===== src/rtl/neptuno_joy_shifter_pkg.sv =====
// Shared constants for the Neptuno twin-joystick serial front end.
// Holds FSM state codes, frame layout (player byte positions, button bit
// offsets) and a helper that extracts one player's six buttons from a frame.
package neptuno_joy_pkg;

  localparam int unsigned NBITS_FIXED = 16;
  localparam int unsigned FRAME_TICKS = 34;
  localparam int unsigned JOY_W       = 6;

  // Player field base positions within the serial frame
  localparam int unsigned JOY1_LSB = 0;
  localparam int unsigned JOY2_LSB = 8;

  // Button offsets within a player field
  localparam int unsigned UP    = 0;
  localparam int unsigned DOWN  = 1;
  localparam int unsigned LEFT  = 2;
  localparam int unsigned RIGHT = 3;
  localparam int unsigned FIRE1 = 4;
  localparam int unsigned FIRE2 = 5;

  localparam int unsigned STATE_W = 2;
  typedef logic [STATE_W-1:0] state_t;

  localparam state_t ST_LOAD = 2'd0;
  localparam state_t ST_LOW  = 2'd1;
  localparam state_t ST_HIGH = 2'd2;
  localparam state_t ST_DONE = 2'd3;

  // Pick out one player's buttons {fire2,fire1,right,left,down,up}
  function automatic logic [JOY_W-1:0] joy_decode(input logic [NBITS_FIXED-1:0] frame,
                                                   input int unsigned lsb);
    logic [NBITS_FIXED-1:0] s;
    logic [JOY_W-1:0]       j;
    s        = frame >> lsb;
    j        = '0;
    j[UP]    = s[UP];
    j[DOWN]  = s[DOWN];
    j[LEFT]  = s[LEFT];
    j[RIGHT] = s[RIGHT];
    j[FIRE1] = s[FIRE1];
    j[FIRE2] = s[FIRE2];
    return j;
  endfunction

endpackage


===== src/rtl/neptuno_joy_shifter_if.sv =====
// Board-side pins and decoded outputs of the joystick shifter.
//   joy_data_i : serial data from the shift-register QH pin
//   joy_load_o : parallel load (active-low), joy_clk_o : shift clock
//   joy1_o/joy2_o : active-low buttons, raw_o : accepted frame,
//   frame_o : one-cycle strobe per accepted frame
// master = shifter side, slave = board / consumer side.
interface neptuno_joy_shifter_if;
  import neptuno_joy_pkg::*;

  logic                   joy_data_i;
  logic                   joy_load_o;
  logic                   joy_clk_o;
  logic [JOY_W-1:0]       joy1_o;
  logic [JOY_W-1:0]       joy2_o;
  logic [NBITS_FIXED-1:0] raw_o;
  logic                   frame_o;

  modport master (input  joy_data_i,
                  output joy_load_o, joy_clk_o, joy1_o, joy2_o, raw_o, frame_o);

  modport slave  (output joy_data_i,
                  input  joy_load_o, joy_clk_o, joy1_o, joy2_o, raw_o, frame_o);

endinterface


===== src/rtl/neptuno_joy_sync.sv =====
// Two-flop synchroniser for an asynchronous single-bit input.
//   clk_i, rst_i (async, active-high) ; d_i : async input ; q_o : synchronised
// RST_VAL sets the value both flops take during reset.
module neptuno_joy_sync #(
  parameter logic RST_VAL = 1'b1
) (
  input  logic clk_i,
  input  logic rst_i,
  input  logic d_i,
  output logic q_o
);

  logic meta_q, meta_d;
  logic sync_q, sync_d;

  always_comb begin
    meta_d = d_i;
    sync_d = meta_q;
  end

  always_ff @(posedge clk_i or posedge rst_i) begin
    if (rst_i) begin
      meta_q <= RST_VAL;
      sync_q <= RST_VAL;
    end else begin
      meta_q <= meta_d;
      sync_q <= sync_d;
    end
  end

  assign q_o = sync_q;

endmodule


===== src/rtl/neptuno_joy_shifter.sv =====
// Serial front end for the Neptuno twin-joystick port.
// Drives load/shift-clock pins of the cascaded PISO registers, deserialises
// a 16-bit frame and publishes it only when two consecutive frames agree.
//   clk_i, rst_i (async, active-high)
//   joy : master modport (data pin in; load/clk pins, buttons, raw, strobe out)
module neptuno_joy_shifter
  import neptuno_joy_pkg::*;
#(
  parameter int unsigned CLK_DIV = 50,
  parameter int unsigned NBITS   = 16
) (
  input  logic                  clk_i,
  input  logic                  rst_i,
  neptuno_joy_shifter_if.master joy
);

  localparam int unsigned CNT_W = $clog2(CLK_DIV);
  localparam int unsigned IDX_W = $clog2(NBITS_FIXED);

  if (NBITS != NBITS_FIXED) begin : g_nbits_chk
    $error("neptuno_joy_shifter: NBITS must be 16");
  end
  if (CLK_DIV < 4) begin : g_div_chk
    $error("neptuno_joy_shifter: CLK_DIV must be at least 4");
  end
  if (FRAME_TICKS != 2 + 2 * NBITS_FIXED) begin : g_frame_chk
    $error("neptuno_joy_shifter: frame tick budget inconsistent");
  end

  logic data_sync;

  neptuno_joy_sync #(.RST_VAL(1'b1)) u_data_sync (
    .clk_i (clk_i),
    .rst_i (rst_i),
    .d_i   (joy.joy_data_i),
    .q_o   (data_sync)
  );

  state_t                 state_q, state_d;
  logic [CNT_W-1:0]       cnt_q,   cnt_d;
  logic [IDX_W-1:0]       idx_q,   idx_d;
  logic [NBITS_FIXED-1:0] shift_q, shift_d;
  logic [NBITS_FIXED-1:0] prev_q,  prev_d;
  logic [NBITS_FIXED-1:0] raw_q,   raw_d;
  logic [JOY_W-1:0]       joy1_q,  joy1_d;
  logic [JOY_W-1:0]       joy2_q,  joy2_d;
  logic                   frame_q, frame_d;
  logic                   load_q,  load_d;
  logic                   pclk_q,  pclk_d;
  logic                   tick_c;

  assign tick_c = (cnt_q == CNT_W'(CLK_DIV - 1));

  // Next-state, datapath and pin decode
  always_comb begin
    state_d = state_q;
    cnt_d   = tick_c ? '0 : cnt_q + CNT_W'(1);
    idx_d   = idx_q;
    shift_d = shift_q;
    prev_d  = prev_q;
    raw_d   = raw_q;
    joy1_d  = joy1_q;
    joy2_d  = joy2_q;
    frame_d = 1'b0;
    // Pins follow the current state one clock later, so both are clean flop
    // outputs and load-low / clk-high can never overlap.
    load_d  = (state_q != ST_LOAD);
    pclk_d  = (state_q == ST_HIGH);

    case (state_q)
      ST_LOAD: begin
        // idx doubles as the two-tick load-width counter
        if (tick_c) begin
          if (idx_q[0]) begin
            idx_d   = '0;
            state_d = ST_LOW;
          end else begin
            idx_d   = idx_q + IDX_W'(1);
          end
        end
      end
      ST_LOW: begin
        if (tick_c) begin
          shift_d[idx_q] = data_sync;
          state_d        = ST_HIGH;
        end
      end
      ST_HIGH: begin
        if (tick_c) begin
          if (idx_q == IDX_W'(NBITS_FIXED - 1)) begin
            state_d = ST_DONE;
          end else begin
            idx_d   = idx_q + IDX_W'(1);
            state_d = ST_LOW;
          end
        end
      end
      ST_DONE: begin
        // Single-clock evaluation; publish only if this frame matches the last
        cnt_d   = '0;
        idx_d   = '0;
        prev_d  = shift_q;
        state_d = ST_LOAD;
        if (shift_q == prev_q) begin
          raw_d   = shift_q;
          joy1_d  = joy_decode(shift_q, JOY1_LSB);
          joy2_d  = joy_decode(shift_q, JOY2_LSB);
          frame_d = 1'b1;
        end
      end
      default: begin
        state_d = ST_LOAD;
        cnt_d   = '0;
        idx_d   = '0;
      end
    endcase
  end

  always_ff @(posedge clk_i or posedge rst_i) begin
    if (rst_i) begin
      state_q <= ST_LOAD;
      cnt_q   <= '0;
      idx_q   <= '0;
      shift_q <= '1;
      prev_q  <= '1;
      raw_q   <= '1;
      joy1_q  <= '1;
      joy2_q  <= '1;
      frame_q <= 1'b0;
      load_q  <= 1'b1;
      pclk_q  <= 1'b0;
    end else begin
      state_q <= state_d;
      cnt_q   <= cnt_d;
      idx_q   <= idx_d;
      shift_q <= shift_d;
      prev_q  <= prev_d;
      raw_q   <= raw_d;
      joy1_q  <= joy1_d;
      joy2_q  <= joy2_d;
      frame_q <= frame_d;
      load_q  <= load_d;
      pclk_q  <= pclk_d;
    end
  end

  assign joy.joy_load_o = load_q;
  assign joy.joy_clk_o  = pclk_q;
  assign joy.joy1_o     = joy1_q;
  assign joy.joy2_o     = joy2_q;
  assign joy.raw_o      = raw_q;
  assign joy.frame_o    = frame_q;

endmodule


===== src/flat_wrapper.sv =====
// flat-port wrapper written by rule: the top's interface ports become plain ports
module neptuno_joy_shifter_flat import neptuno_joy_pkg::*;
#(
  parameter int unsigned CLK_DIV = 50,
  parameter int unsigned NBITS   = 16
)
  (clk_i, rst_i, joy_joy_data_i, joy_joy_load_o, joy_joy_clk_o, joy_joy1_o, joy_joy2_o, joy_raw_o, joy_frame_o);
  neptuno_joy_shifter_if joy_i ();
  input  logic clk_i;
  input  logic rst_i;
  input wire logic [$bits(joy_i.joy_data_i)-1:0] joy_joy_data_i;
  output wire logic [$bits(joy_i.joy_load_o)-1:0] joy_joy_load_o;
  output wire logic [$bits(joy_i.joy_clk_o)-1:0] joy_joy_clk_o;
  output wire logic [$bits(joy_i.joy1_o)-1:0] joy_joy1_o;
  output wire logic [$bits(joy_i.joy2_o)-1:0] joy_joy2_o;
  output wire logic [$bits(joy_i.raw_o)-1:0] joy_raw_o;
  output wire logic [$bits(joy_i.frame_o)-1:0] joy_frame_o;
  assign joy_i.joy_data_i = joy_joy_data_i;
  assign joy_joy_load_o = joy_i.joy_load_o;
  assign joy_joy_clk_o = joy_i.joy_clk_o;
  assign joy_joy1_o = joy_i.joy1_o;
  assign joy_joy2_o = joy_i.joy2_o;
  assign joy_raw_o = joy_i.raw_o;
  assign joy_frame_o = joy_i.frame_o;
  neptuno_joy_shifter #(.CLK_DIV(CLK_DIV), .NBITS(NBITS)) u_core (.clk_i(clk_i), .rst_i(rst_i), .joy(joy_i));
endmodule

===== config.mk =====
export PLATFORM = sky130hd
export DESIGN_NAME = neptuno_joy_shifter_flat
export DESIGN_NICKNAME = d
export VERILOG_FILES = /design/src/rtl/neptuno_joy_shifter_pkg.sv /design/src/rtl/neptuno_joy_shifter_if.sv /design/src/rtl/neptuno_joy_sync.sv /design/src/rtl/neptuno_joy_shifter.sv /design/src/flat_wrapper.sv
export SDC_FILE = /design/constraint.sdc
export NUM_CORES = 1
export LEC_CHECK = 0
export CAP_MARGIN = 0
export CORE_MARGIN = 10
export CORE_UTILIZATION = 55
export CTS_BUF_LIST = sky130_fd_sc_hd__clkbuf_8
export DETAILED_ROUTE_END_ITERATION = 6
export GPL_TIMING_DRIVEN = 0
export PLACE_DENSITY = 0.84
export SKIP_CTS_REPAIR_TIMING = 1
export SYNTH_ARGS = -nofsm -noshare
export SYNTH_HDL_FRONTEND = slang
export SYNTH_SLANG_ARGS = --single-unit

===== constraint.sdc =====
create_clock -name clk_i -period 2.4 [get_ports clk_i]
set_clock_uncertainty 0.05 [all_clocks]
set_input_delay 0.48 -clock clk_i [delete_from_list [all_inputs] [get_ports clk_i]]
set_output_delay 0.48 -clock clk_i [all_outputs]
set_load 0.05 [all_outputs]

==> flow_summary.json, run 1 <==
{
  "worstPathCellList": "buf_4, clkdlybuf4s50_1",
  "critPathCaptureType": "output pin",
  "ys.warnings.count": 0,
  "cell_row_count": 26,
  "grt_first_pass_wirelength_um": 9310,
  "placedCellCount": 341,
  "clock_tree.buffer_depth": 2,
  "final_min_period_over_clock_period": 0.963,
  "die_footprint_um2": 8820,
  "worst-path-buf-inv": 2,
  "globalRoute.totalOverflow": 0,
  "ys_types": 27,
  "syn_nets": 247,
  "power.density_cell_area_nw_per_um2": 521,
  "global_route.usage.met1": 0.157,
  "maxSlewHeadroom": 0.550,
  "gp_congestion": 0.805,
  "syn_to_final_growth_pct": 20.6,
  "io_buffer_count": 33,
  "ys_seq_elements": 65,
  "critical_path.max_fanout": 3,
  "maxClockFrequency_mhz": 433,
  "number_of_global_route_vias_before_repair": 1909,
  "crit_path_top_delay_cell": "sky130_fd_sc_hd__clkdlybuf4s50_1",
  "drt-initial-drc-count": 86,
  "synthesized_area_um2": 3010,
  "critPathLaunchType": "flop",
  "drt_wl_total_um": 5420,
  "dpl.hpwl_um": 3860,
  "fin_util": 0.697,
  "cap_violations": 0,
  "tritoncts.num_buffers": 9,
  "dr_total_vias": 1836,
  "initial_utilization": 0.578,
  "timing.final.max_slew_violations": 0,
  "grt_util_all_layers": 0.135,
  "clock_sinks": 65,
  "grt_max_degree": 34,
  "number_of_remaining_drc_errors": 0,
  "design.core.area_um2": 5200,
  "final.min_clock_period_ns": 2.31,
  "finish.instance_area_um2": 3630,
  "crit_path_max_incr_delay_ns": 0.79,
  "max_slew.worst_pin.slew_ns": 0.674,
  "worstSkewPairLatency_ns": 0.34,
  "status": "finished, final reports clean",
  "most_common_cell_after_layout_fill_and_taps_aside": "sky130_fd_sc_hd__dfstp_2",
  "fp.dieW_um": 93.9,
  "pin_count": 34,
  "cts_htree_levels": 3,
  "netlist_instances": 237,
  "drt.antenna.violating_nets": 0,
  "grt_antenna_before_repair": 0,
  "filler_cell_count": 386,
  "route.detailed.vias_per_inst": 5.10,
  "root_buffer": "sky130_fd_sc_hd__clkbuf_8",
  "timing_hold_violations_final": 0,
  "use_met3": 0.0568,
  "drt-pass1-iter-count": 4,
  "die_height_um": 93.9,
  "p_leak_nw": 1.58,
  "use_met2": 0.210,
  "routedWlPerCell_um": 15.1,
  "rsz0062_at_grt": "no",
  "synth_seq_area_share": 0.562,
  "cts_tree": "done",
  "postSynthAreaPerCell_um2": 12.7,
  "setup-violations-final": 0,
  "gr-max-usage-layer": "met2",
  "worst_hold_path_type": "flop to flop",
  "clkSlewWorstSetupHoldPaths_ns": 0.06,
  "total_power_mw": 1.89,
  "dpl-instance-area_um2": 3440,
  "cp_top_family": "buffers and inverters",
  "drive_gt1_frac": 0.448,
  "critPathArrivalTime_ns": 1.78,
  "worst_hold_slack_ns": 0.306,
  "final_cell_count_no_fill": 360,
  "num_antenna_cells": 0,
  "finalNetCount": 295,
  "most-common-layout-cells": "sky130_fd_sc_hd__dfstp_2 (51), sky130_fd_sc_hd__mux2_2 (48), sky130_fd_sc_hd__clkdlybuf4s50_1 (33), sky130_fd_sc_hd__nor2_1 (23), sky130_fd_sc_hd__buf_4 (15)",
  "timing.setup.critical_path_class": "flop to output pin",
  "vdd.ir_drop.worst_mv": 0.482,
  "cp.required_ns": 1.87
}
==> path summary, 6_finish.rpt <==
check / from / endpoint / slack [ns] / cells after the start
max in group asynchronous: rst_i / u_core.joy.raw_o[5]$_DFFE_PP1P_ / 1.12 / 3
min in group asynchronous: rst_i / u_core.joy.frame_o$_DFF_PP0_ / 0.52 / 2
worst min-delay path: u_core.u_data_sync.meta_q$_DFF_PP1_ / u_core.u_data_sync.q_o$_DFF_PP1_ / 0.31 / 0
worst max register to register: u_core.shift_q[1]$_DFFE_PP1P_ / u_core.joy.raw_o[15]$_DFFE_PP1P_ / 0.24 / 6
worst max-delay path: u_core.joy.raw_o[9]$_DFFE_PP1P_ / joy_raw_o[9] / 0.09 / 2
worst min register to register: u_core.u_data_sync.meta_q$_DFF_PP1_ / u_core.u_data_sync.q_o$_DFF_PP1_ / 0.31 / 0
==> registers in the layout, summed over array words and instances, names as in the netlist <==
signal and cells:
u_core.prev_q 16, u_core.shift_q 16, u_core.joy.raw_o 11, u_core.cnt_q 6
u_core.joy.joy1_o 5, u_core.idx_q 4, u_core.state_q 2, u_core.joy.frame_o 1
u_core.joy.joy_clk_o 1, u_core.joy.joy_load_o 1, u_core.u_data_sync.meta_q 1, u_core.u_data_sync.q_o 1
==> metal layers <==
metal / up-vias / routed length, µm
met5: - / 0
met4: 0 / 112
met3: 11 / 344
met2: 38 / 2620
met1: 898 / 2340
li1: 889 / -
==> per-stage QoR <==
stage,setup WS (ns),TNS [ns]
2_1_floorplan,0.308,0
6_report,0.0896,0
3_5_place_dp,-0.133,-1.30
4_1_cts,-0.144,-1.39
3_3_place_gp,-0.730,-20.19
5_1_grt,0.0330,0
==> where the power goes <==
part / switching, mW / total, mW / leakage, nW / internal (mW)
combinational: 0.0228 / 0.0295 / 0.765 / 0.00677
sequential: 0.00199 / 1.11 / 0.708 / 1.10
clock: 0.375 / 0.755 / 0.104 / 0.380
total: 0.400 / 1.89 / 1.58 / 1.49
==> synthesized netlist by cell type, drive strengths merged <==
| master | instances | area (µm²) |
|---|---|---|
| o31ai | 1 | 7.51 |
| or4 | 1 | 7.51 |
| a21oi | 2 | 10.0 |
| dfstp | 51 | 1340 |
| nand3 | 8 | 40.0 |
| a221oi | 1 | 8.76 |
| xor2 | 10 | 87.6 |
| nand2 | 11 | 41.3 |
| nor4 | 4 | 40.0 |
| xnor2 | 10 | 87.6 |
| inv | 7 | 26.3 |
| buf | 13 | 101 |
| ha | 7 | 87.6 |
| or2 | 2 | 12.5 |
| mux2 | 48 | 541 |
| dfrtp | 14 | 350 |
| nand4 | 1 | 6.26 |
| clkbuf | 5 | 18.8 |
| o221ai | 1 | 8.76 |
| o21ai | 6 | 30.0 |
| nand2b | 5 | 31.3 |
| nor2 | 23 | 86.3 |
| nand4bb | 1 | 11.3 |
| nor3 | 5 | 25.0 |
==> kinds of logic after synthesis <==
group | count (synthesis) | share of synthesized area
XOR/XNOR | 20 | 0.0583
buffers and inverters | 25 | 0.0487
AND/OR/NAND/NOR | 61 | 0.100
adder cells (fa/ha/maj) | 7 | 0.0291
AO/OA/AOI/OAI | 11 | 0.0216
multiplexers | 48 | 0.180
flip-flops | 65 | 0.562
==> layout make-up <==
type	count	area, µm²	share of cell area
flip-flops and latches	65	1690	0.466
multi-input cells	147	1170	0.323
repair buffers	37	373	0.103
clock buffers	10	138	0.0379
plain buffers	18	120	0.0331
well taps	70	87.6	0.0241
inverters	7	26.3	0.00724
clock inverters	6	22.5	0.00621
Note: power is estimated with default switching activity, not from simulation.
==> inputs of run 2 (changes only) <==
- ABC_AREA: unset -> 1
- CELL_PAD_IN_SITES_DETAIL_PLACEMENT: unset -> 0
- CELL_PAD_IN_SITES_GLOBAL_PLACEMENT: unset -> 1
- CORE_UTILIZATION: 55 -> 44
- PLACE_DENSITY: 0.84 -> 0.79
==> run 2 against run 1 <==
Net effect:
- cell count rose by 44%
- hold slack better by 0.0022 ns
- sequential cell count unchanged
- power is 2.6% higher
- routed wire length rose by 23%
- register-to-register slack improved by 0.33 ns
- global-route usage down 1.1 points
- final area up 5.5%
- critical path depth is the same
- area after synthesis rose by 5.9%
- core utilization decreased by 14 points
- critical path type unchanged
- largest power group unchanged
- highest routed layer unchanged
==> flow_summary.json, run 2 <==
{
  "status": "finished, final reports clean",
  "drt.antenna.violating_nets": 0,
  "dominant_combinational_cell_family_by_area_after_synthesis": "simple AND/OR/NAND/NOR gates",
  "route.detailed.vias_per_inst": 4.72,
  "postSynthAreaPerCell_um2": 8.58,
  "synth_commonest_cells": "sky130_fd_sc_hd__nand2_1 (118), sky130_fd_sc_hd__dfstp_2 (51), sky130_fd_sc_hd__inv_1 (34)",
  "dpl.hpwl_um": 5030,
  "globalRoute.totalOverflow": 0,
  "maxSlewHeadroom": 0.616,
  "min_delay_path_depth": 0,
  "final_min_period_over_clock_period": 0.965,
  "number_of_global_route_vias_before_repair": 2409,
  "worstSkewPairLatency_ns": 0.34,
  "finish.instance_area_um2": 3830,
  "critPathLaunchType": "flop",
  "post_synth_fa_ha_maj_area_fraction": 0.0275,
  "cell_row_count": 30,
  "pin_count": 34,
  "grt_max_degree": 42,
  "maxClockFrequency_mhz": 432,
  "layout_setup_ws_ns": 0.0847,
  "ys_seq_elements": 65,
  "number_of_remaining_drc_errors": 0,
  "synth_edf_count": 0,
  "cap_violations": 0,
  "synthMostInstantiatedCell": "sky130_fd_sc_hd__nand2_1",
  "critical_path.reg2reg.startpoint": "u_core.cnt_q[1]$_DFF_PP0_",
  "depth_of_the_worst_register_to_register_path": 10,
  "io_buffer_count": 33,
  "cts_tree": "done",
  "initial_utilization": 0.461,
  "timing.setup.tns_ns": 0,
  "most_common_cell_after_layout_fill_and_taps_aside": "sky130_fd_sc_hd__nand2_1",
  "synth_ff_type": "sky130_fd_sc_hd__dfstp_2",
  "timing_hold_violations_final": 0,
  "critPathArrivalTime_ns": 1.79,
  "root_buffer": "sky130_fd_sc_hd__clkbuf_8",
  "post_synth_xor_xnor_area": 0.0110,
  "num_antenna_cells": 0,
  "reg2reg_setup_slack_ns": 0.57,
  "ys_types": 32,
  "max_slew.worst_pin.slew_ns": 0.576,
  "syn_nets": 381,
  "clock_tree.buffer_depth": 2,
  "die_height_um": 105,
  "cp.required_ns": 1.87,
  "grt_first_pass_wirelength_um": 11500,
  "setup-violations-final": 0,
  "critPathCaptureType": "output pin",
  "routedWlPerCell_um": 12.9,
  "syn_to_final_growth_pct": 20.2,
  "most-common-layout-cells": "sky130_fd_sc_hd__nand2_1 (118), sky130_fd_sc_hd__dfstp_2 (51), sky130_fd_sc_hd__inv_1 (33), sky130_fd_sc_hd__clkdlybuf4s50_1 (33), sky130_fd_sc_hd__o21ai_0 (25)",
  "clock_sinks": 65,
  "post_synth_and_or_nand_nor_area_fraction": 0.265,
  "gp_congestion": 0.767,
  "rsz0062_at_grt": "no",
  "timing.setup.critical_path_class": "flop to output pin",
  "synth_compound_area_frac": 0.0739,
  "fp.dieW_um": 105,
  "filler_cell_count": 684,
  "p_leak_nw": 1.59,
  "synth.mux.area_fraction": 0,
  "synthesized_area_um2": 3180,
  "dr_total_vias": 2438,
  "detailedPlace.worstSlack_ns": 0.438,
  "critical_path.max_fanout": 3,
  "post-synth-top-area-cell": "sky130_fd_sc_hd__dfstp_2",
  "timing.rr.end": "u_core.shift_q[7]$_DFFE_PP1P_",
  "timing.final.max_slew_violations": 0,
  "total_power_mw": 1.94,
  "finalNetCount": 426,
  "vdd.ir_drop.worst_mv": 0.306,
  "power.density_cell_area_nw_per_um2": 507,
  "design.core.area_um2": 6910,
  "grt_antenna_before_repair": 0,
  "drt-initial-drc-count": 73,
  "clkSlewWorstSetupHoldPaths_ns": 0.08,
  "drt_wl_total_um": 6690,
  "synth_top_cells_by_area": "sky130_fd_sc_hd__dfstp_2 (42%), sky130_fd_sc_hd__nand2_1 (14%), sky130_fd_sc_hd__dfrtp_1 (11%)",
  "dpl-instance-area_um2": 3650,
  "synthArstFlopShare": 1.00,
  "tritoncts.num_buffers": 9,
  "grt_util_all_layers": 0.124,
  "worst_hold_path_type": "flop to flop",
  "drive_gt1_frac": 0.242,
  "area_share_of_the_largest_cell_type_after_synthesis": 0.421,
  "ys.warnings.count": 0,
  "drt-pass1-iter-count": 4,
  "netlist_instances": 371,
  "die_footprint_um2": 11000,
  "final.min_clock_period_ns": 2.32,
  "synth_seq_area_share": 0.531,
  "cts_htree_levels": 3,
  "holdPathEnd": "u_core.u_data_sync.q_o$_DFF_PP1_",
  "hp-start": "u_core.u_data_sync.meta_q$_DFF_PP1_"
}
-- run 2: changes by cell type in the layout (fill, tap and decap cells not counted), sizes merged, moves of 4 or more --
cell / change
mux2: -48
nand3: +16
xnor2: -8
inv: +26
o21ai: +33
nand2: +108
nand4: +15
xor2: -8
nor4: -4
clkinv: +7
nand2b: -5
-- run 2: area by class of cell --
class	instances	area, µm²	share of cell area
flip-flops and latches	65	1690	0.442
multi-input cells	244	1200	0.314
repair buffers	34	350	0.0916
inverters	41	155	0.0405
plain buffers	21	136	0.0356
clock buffers	9	124	0.0324
well taps	96	120	0.0314
clock inverters	7	47.5	0.0124
-- run 2: worst max path at each step --
stage | from | end | slack (ns) | depth (start not counted)
finish | u_core.joy.joy1_o[2]$_DFFE_PP1P_ | joy_raw_o[2] | 0.08 | 2
global route | u_core.joy.joy1_o[2]$_DFFE_PP1P_ | joy_raw_o[2] | 0.04 | 2
floorplan | rst_i | u_core.cnt_q[0]$_DFF_PP0_ | 0.33 | 1
global placement | rst_i | u_core.idx_q[1]$_DFFE_PP0P_ | -0.86 | 2
detailed placement | u_core.joy.joy1_o[2]$_DFFE_PP1P_ | joy_raw_o[2] | 0.44 | 2
CTS | u_core.joy.joy1_o[2]$_DFFE_PP1P_ | joy_raw_o[2] | 0.06 | 2
-- run 2: stage by stage --
| step | instances | utilization | hold slack, ns |
|---|---|---|---|
| floorplan | 371 | - | 0.295 |
| global placement | 500 | 0.526 | 0.296 |
| detailed placement | 501 | 0.529 | 0.297 |
| CTS | 517 | 0.554 | 0.308 |
| global route | 517 | 0.554 | 0.315 |
| finish | 517 | 0.554 | 0.308 |
-- run 2: layer usage --
| layer | part of all wire | up-vias | track usage |
|---|---|---|---|
| li1 | - | 1270 | - |
| met1 | 0.48 | 1116 | 0.157 |
| met2 | 0.46 | 45 | 0.193 |
| met3 | 0.052 | 7 | 0.0332 |
| met4 | 0.012 | 0 | 0.0598 |
| met5 | 0 | - | 0 |
-- run 2: cells by family (layout without fill, tap and decap cells) --
group                      Yosys count  in the layout
and+or+nand+nor                    188            188
DFF                                 65             65
buffers and inverters               62            112
AOI/OAI and AO/OA                   45             45
adders and majority gates            7              7
xor gates and xnor gates             4              4
-- run 2: where the power goes --
group          leakage [nW]  internal (mW)  switching (mW)
Combinational         0.792        0.00674          0.0249
Sequential            0.708           1.10        0.000745
Clock                0.0850          0.371           0.432
Total                  1.59           1.48           0.458
-- run 2: critical path, cell delays in order (launching register included) --
cell and delay, ns:
sky130_fd_sc_hd__dfstp_2 0.54, sky130_fd_sc_hd__buf_4 0.10, sky130_fd_sc_hd__clkdlybuf4s50_1 0.80
